File: src/rtl/irq_arbiter.sv
// irq_arbiter: fixed-priority interrupt arbiter (lowest index wins) with synchronized
// edge/level sources and a request -> ack -> mret handshake toward the exception unit.
module irq_arbiter #(
    parameter int                 NUM_SRC   = 8,
    parameter logic [NUM_SRC-1:0] EDGE_MASK = {NUM_SRC{1'b1}},
    parameter logic [7:0]         ID_BASE   = 8'h0
) (
    input  logic               clk,
    input  logic               rst_n,
    input  logic [NUM_SRC-1:0] irq_src_i,
    input  logic [NUM_SRC-1:0] irq_en_i,
    input  logic               irq_ack_i,
    input  logic               irq_done_i,
    output logic               int_req_o,
    output logic [7:0]         int_id_o,
    output logic [NUM_SRC-1:0] pending_o,
    output logic               busy_o
);
    typedef enum logic [2:0] {
        S_IDLE   = 3'b001,
        S_REQ    = 3'b010,
        S_ACTIVE = 3'b100
    } state_t;

    state_t             r_state, w_state_nxt;
    logic [NUM_SRC-1:0] r_s1, r_s2, r_s3, r_pend;
    logic [NUM_SRC-1:0] w_pend_nxt, w_sel, w_clr, w_elig;
    logic [4:0]         r_idx, w_idx_nxt, w_win;
    logic [7:0]         r_id, w_id_nxt;
    logic               r_req;

    for (genvar i = 0; i < NUM_SRC; i++) begin : g_sel
        assign w_sel[i] = (r_idx == 5'(i));
    end

    assign w_elig     = r_pend & irq_en_i;
    assign w_clr      = w_sel & {NUM_SRC{irq_ack_i && r_state == S_REQ}};
    // a fresh edge in the ack cycle survives the clear; level sources just track the line
    assign w_pend_nxt = (EDGE_MASK & ((r_pend & ~w_clr) | (r_s2 & ~r_s3))) | (~EDGE_MASK & r_s2);

    always_comb begin
        w_win = '0;
        for (int k = NUM_SRC - 1; k >= 0; k--)
            if (w_elig[k]) w_win = 5'(k);
    end

    always_comb begin
        w_state_nxt = S_IDLE;
        w_idx_nxt   = r_idx;
        w_id_nxt    = r_id;
        case (r_state)
            S_IDLE: begin
                if (|w_elig) begin
                    w_state_nxt = S_REQ;
                    w_idx_nxt   = w_win;
                    w_id_nxt    = ID_BASE + {3'b000, w_win};
                end
            end
            // withdraw when the presented source is disabled or its pending is about to drop
            S_REQ:    w_state_nxt = irq_ack_i ? S_ACTIVE :
                                    (|(w_sel & w_pend_nxt & irq_en_i)) ? S_REQ : S_IDLE;
            S_ACTIVE: w_state_nxt = irq_done_i ? S_IDLE : S_ACTIVE;
            default:  w_state_nxt = S_IDLE;
        endcase
    end

    always_ff @(posedge clk or negedge rst_n) begin
        if (!rst_n) begin
            r_s1    <= '0;
            r_s2    <= '0;
            r_s3    <= '0;
            r_pend  <= '0;
            r_state <= S_IDLE;
            r_idx   <= '0;
            r_id    <= '0;
            r_req   <= 1'b0;
        end else begin
            r_s1    <= irq_src_i;
            r_s2    <= r_s1;
            r_s3    <= r_s2;
            r_pend  <= w_pend_nxt;
            r_state <= w_state_nxt;
            r_idx   <= w_idx_nxt;
            r_id    <= w_id_nxt;
            r_req   <= (w_state_nxt == S_REQ);
        end
    end

    assign int_req_o = r_req;
    assign int_id_o  = r_id;
    assign pending_o = r_pend;
    assign busy_o    = (r_state == S_REQ) || (r_state == S_ACTIVE);
endmodule

File: config.mk
export PLATFORM = sky130hd
export DESIGN_NAME = irq_arbiter
export DESIGN_NICKNAME = d
export VERILOG_FILES = /design/src/rtl/irq_arbiter.sv
export SDC_FILE = /design/constraint.sdc
export NUM_CORES = 1
export LEC_CHECK = 0
export ABC_CLOCK_PERIOD_IN_PS = 2200
export BUFFER_PORTS_ARGS = -buffer_cell sky130_fd_sc_hd__buf_4
export CAP_MARGIN = 30
export CORE_MARGIN = 8
export CORE_UTILIZATION = 24
export CTS_CLUSTER_SIZE = 40
export DETAILED_ROUTE_END_ITERATION = 10
export PLACE_DENSITY = 0.38
export SYNTH_ARGS = -nofsm -noshare
export SYNTH_HDL_FRONTEND = slang
export SYNTH_SLANG_ARGS = --single-unit
File: constraint.sdc
create_clock -name clk -period 2.2 [get_ports clk]
set_input_delay 0.22 -clock clk [delete_from_list [all_inputs] [get_ports clk]]
set_output_delay 0.22 -clock clk [all_outputs]
set_load 0.005 [all_outputs]
# After elaboration in Yosys (flattened, before gate mapping)
# Index checks and enable logic that the tools add are counted.
# totals
word_cells	46
regBits	41
inputBits	20
# classes
eq_ne	11
n_reduce_logical	6
bitwise	9
n_mux	13
# op_table
op	count
AND 8 bit	6
2-to-1 mux 3 bit	7
== test 5 x 3 -> 1 bit (second input constant)	4
inverter 8 bit	2
OR reduction 8 bit	2
2-to-1 mux 5 bit	3
== test 5 x 2 -> 1 bit (second input constant)	2
case mux 3 bit (3 select lines)	1
OR 8 bit	1
== test 3 x 2 -> 1 bit (second input constant)	2
== test 5 x 1 -> 1 bit (second input constant)	1
logical NOT 5 bit	1
2-to-1 mux 2 bit	2
== test 3 x 1 -> 1 bit (second input constant)	1
== test 3 bit (second input constant)	1
AND reduction 2 bit	1
logical AND 1 bit	1
logical OR 1 bit	1

# Logic depth before layout (Yosys ltp)
# depth
word_depth	13
mapped_depth	7

# Worst setup path after synthesis
# No wires, ideal clock.
# synth_path
path_kind	register -> register
from	reg r_state[0]
to	reg r_req, in the netlist int_req_o
arrival_ns	1.725
setup_slack_ns	0.354
stages_incl_launch_ff	8
path_buffers	2
setup_ns	0.121
path_cell_list	dfstp_2 buf_6 nand4bb_1 buf_6 a21oi_2 o22ai_1 or4_4 a22o_1
# synth_between
elab_chain_cells	13
elab_cells_between_ends	15
# synth_lines
item	line_no	rtl
start: declaration	25	state_t r_state, w_state_nxt;
start signal: assignment	82	r_state <= w_state_nxt;
== test 3 x 2 -> 1 bit	37, 51	
logical AND 1 bit	37	assign w_clr = w_sel & {NUM_SRC{irq_ack_i && r_state == S_REQ}};
AND 8 bit	37	
inverter 8 bit	39	assign w_pend_nxt = (EDGE_MASK & ((r_pend & ~w_clr) | (r_s2 & ~r_s3))) | (~EDGE_MASK & r_s2);
AND 8 bit	39	
OR 8 bit	39	
AND 8 bit (2 in series)	61	(|(w_sel & w_pend_nxt & irq_en_i)) ? S_REQ : S_IDLE;
OR reduction 8 bit	61	
2-to-1 mux 2 bit	61	
2-to-1 mux 3 bit	60	S_REQ: w_state_nxt = irq_ack_i ? S_ACTIVE :
case mux 3 bit (3 select lines) (*)	51	case (r_state)
== test 3 x 2 -> 1 bit (*)	85	r_req <= (w_state_nxt == S_REQ);
end signal: assignment	85	
end: declaration	30	logic r_req;
# Mark *: on every way between the ends. The rest lies on a longest branch, timed or not.
# A chain may end at the register's enable or synchronous reset.

# Worst setup path after layout
# layout_path
from	reg r_state[2]
to	reg r_state[1]
# layout_between
elab_chain_cells	12
elab_cells_between_ends	14
# layout_lines
item	line_no
== test 3 x 2 -> 1 bit	37, 51
logical AND 1 bit	37
AND 8 bit	37
inverter 8 bit	39
AND 8 bit	39
OR 8 bit	39
AND 8 bit (2 in series)	61
OR reduction 8 bit	61
2-to-1 mux 2 bit	61
2-to-1 mux 3 bit	60
case mux 3 bit (3 select lines) (*)	51
named net w_state_nxt[1]	25
# The timed path passes the listed nets; every way through them passes the cells marked *.

==> results.json <==
{
  "ant_nets": 0,
  "yosysTopAreaCell": "dfrtp_1",
  "diodes": 0,
  "rows": 30,
  "drc": 0,
  "routed_wl_mm": 4.04,
  "synthSimpleGateAreaFrac": 0.179,
  "worstHoldEndpoint": "r_s1[2]",
  "clock_sinks": 39,
  "ir_worst_vdd_mv": 0.298,
  "ys_seq_area_frac": 0.591,
  "yosys.area.top_type_share": 0.575,
  "io_pins": 38,
  "cp.arrival_ns": 2.14,
  "synth_top_family_by_area": "simple AND/OR/NAND/NOR gates",
  "postCtsSetupRepairBufs": 0,
  "cts_buffers": 5,
  "fp.dieW_um": 99.0,
  "finClkSkew_ns": 0.00818,
  "grt-ovfl-total": 0,
  "yosysWarningCount": 0,
  "r2r_cells": 6,
  "synth_area_um2": 1650,
  "ctsHtreeMaxLevel": 2,
  "r2r_start": "r_state[2]",
  "reg2reg_to": "r_state[1]",
  "synth_area_leaders": "dfrtp_1, nor2b_1, o21ai_0",
  "area_delta_synth_final_pct": 24.1,
  "layout_setup_ws_ns": 0.242,
  "core_um2": 6720,
  "synthMuxAreaShare": 0,
  "synth.ff_latch_count": 39,
  "rsz0062_at_grt": "no",
  "grt_util_all_layers": 0.0889,
  "grt_pass1_vias": 1328,
  "max_freq_mhz": 511,
  "die_h_um": 99.0,
  "clkTransAtPathRegs_ns": 0.08,
  "cts_tree": "done",
  "p_per_area_nw_per_um2": 1040,
  "whs_path_depth": 1,
  "dp_worst_setup_slack_ns": 0.265,
  "setup_violations": 0,
  "status": "finished, final reports clean",
  "power.leakage_nw": 0.862,
  "synth_compound_area_frac": 0.165,
  "min_path_type": "input port to register",
  "start_util": 0.246,
  "period_needed_ns": 1.96,
  "min_period_over_period": 0.890,
  "cts-root-buf": "clkbuf_8",
  "ctsLongestPathBuffers": 2,
  "cts_resized": 0,
  "worst_setup_path_start_kind": "register",
  "drt-vias-per-instance": 4.59,
  "ys_types": 37,
  "synth_xor_area_frac": 0.00530,
  "synthCells": 148,
  "final_layout_size_suffix_gt1_frac": 0.268,
  "avgSynthCellArea_um2": 11.2,
  "cap_violations": 0,
  "wire_per_inst_um": 15.4,
  "drt_iter0_drc": 74,
  "dp_hpwl_mm": 3.04,
  "min-delay-start": "irq_src_i[2]",
  "path_max_fanout": 9,
  "worstSetupEndpointType": "register",
  "gp_congestion": 0.828,
  "grt_start_max_net_pins": 40,
  "antenna_found_initial": 0,
  "grt_first_pass_wirelength_mm": 6.79,
  "clock_latency_ns": 0.29,
  "critPathKind": "register to register",
  "synth_fa_ha_area_frac": 0,
  "dr.pass1.iters": 6,
  "nets": 202,
  "rrSetupSlack_ns": 0.24,
  "port_buffers": 32,
  "worstPathRequired_ns": 2.38,
  "tns_ns": 0,
  "vias": 1208,
  "fp.dieArea_um2": 9800,
  "hold_viol_final": 0,
  "drv_slew": 0,
  "ctsHoldBuffers": 1
}
[synthesized netlist by cell type]
library cell	instances
dfrtp_1	38
o21ai_0	11
nand2_1	10
nor2b_1	9
nand2b_1	8
a21oi_1	7
nor2_1	7
a22o_1	5
buf_4	5
a22oi_1	4
inv_1	4
o22ai_1	4
clkbuf_1	3
nor3_1	3
a21oi_2	2
and4b_1	2
buf_2	2
buf_6	2
nand3_1	2
nand3b_1	2
nand4_1	2
a21o_1	1
a311o_1	1
a31oi_1	1
a32o_1	1
and3_2	1
conb_1	1
dfstp_2	1
nand4bb_1	1
nor4_1	1
nor4bb_1	1
o2111ai_1	1
o311ai_2	1
o31ai_1	1
or2_2	1
or4_4	1
xnor2_1	1
[sequential cells by signal, summed over array words and instances (netlist names)]
register,flops
int_id_o,3
r_s3,8
int_req_o,1
r_state,3
pending_o,8
r_s1,8
r_s2,8
[cell usage in the layout (no fill, tap or decap), types with 2 or more instances in the layout]
cell and n:
nand2b_1 8, nand2_1 10, clkbuf_8 6, nand3_1 2
o21ai_0 11, nand4_1 2, a21oi_1 7, nor2b_1 9
nor2_1 7, inv_1 4, o22ai_1 4, and4b_1 2
dfrtp_1 38, a22o_1 5, nand3b_1 2, conb_1 5
a22oi_1 4, a21oi_2 2, nor3_1 3, buf_4 34
[metal layers]
layer  global-route usage  up-vias  wire, um
met5                    0        -         0
met4               0.0354        0        61
met3               0.0338        6       252
met2                0.127       35      1740
met1                0.117      587      1990
li1                     -      580         -
[layout make-up]
cell class	instances	area (um2)
clock buffers	6	82.6
clock inverters	2	16.3
fillers	683	4670
inverters	4	15.0
multi-input cells	97	596
flip-flops and latches	39	977
well taps	80	100
repair buffers	35	265
[report_power, final]
group | switching (W) | internal, W | leakage [nW]
logic | 0.000295 | 0.000340 | 0.377
clock network | 0.000259 | 0.000256 | 0.0474
registers | 0.000165 | 0.000828 | 0.438
total | 0.000719 | 0.00142 | 0.862
[cells by family after synthesis]
group | after synthesis
buffers and inverters | 16
DFF | 39
other | 1
AOI/OAI and AO/OA | 40
and+or+nand+nor | 51
xor gates and xnor gates | 1
[critical path, stage by stage (launching register included)]
cell       delay (ns)
dfrtp_1          0.45
nand4bb_1        0.22
buf_4            0.18
a21oi_1          0.15
o22ai_1          0.10
or4_4            0.54
a22o_1           0.22
[stage by stage]
stage / hold WS (ns) / std cells / cell area, um2 / util / power, W
finish: 0.0284 / 263 / 2050 / 0.305 / 0.00214
global route: 0.0105 / 263 / 2050 / 0.305 / 0.00230
CTS: 0.0190 / 263 / 2050 / 0.305 / 0.00217
detailed placement: 0.228 / 254 / 1940 / 0.289 / 0.00164
global placement: 0.223 / 254 / 1940 / 0.289 / 0.00163
floorplan: -0.0756 / 152 / 1670 / - / 0.00141
[worst max-delay path by stage]
stage	start	end	slack, ns
after floorplan	r_state[0]	int_req_o	0.35
final	r_state[2]	r_state[1]	0.24
after global routing	r_state[2]	r_state[0]	0.11
after global placement	r_state[2]	int_req_o	0.31
after detailed placement	r_state[2]	r_state[1]	0.26
after CTS	r_state[2]	r_state[1]	0.25
Power figures use the tool's default switching activity.
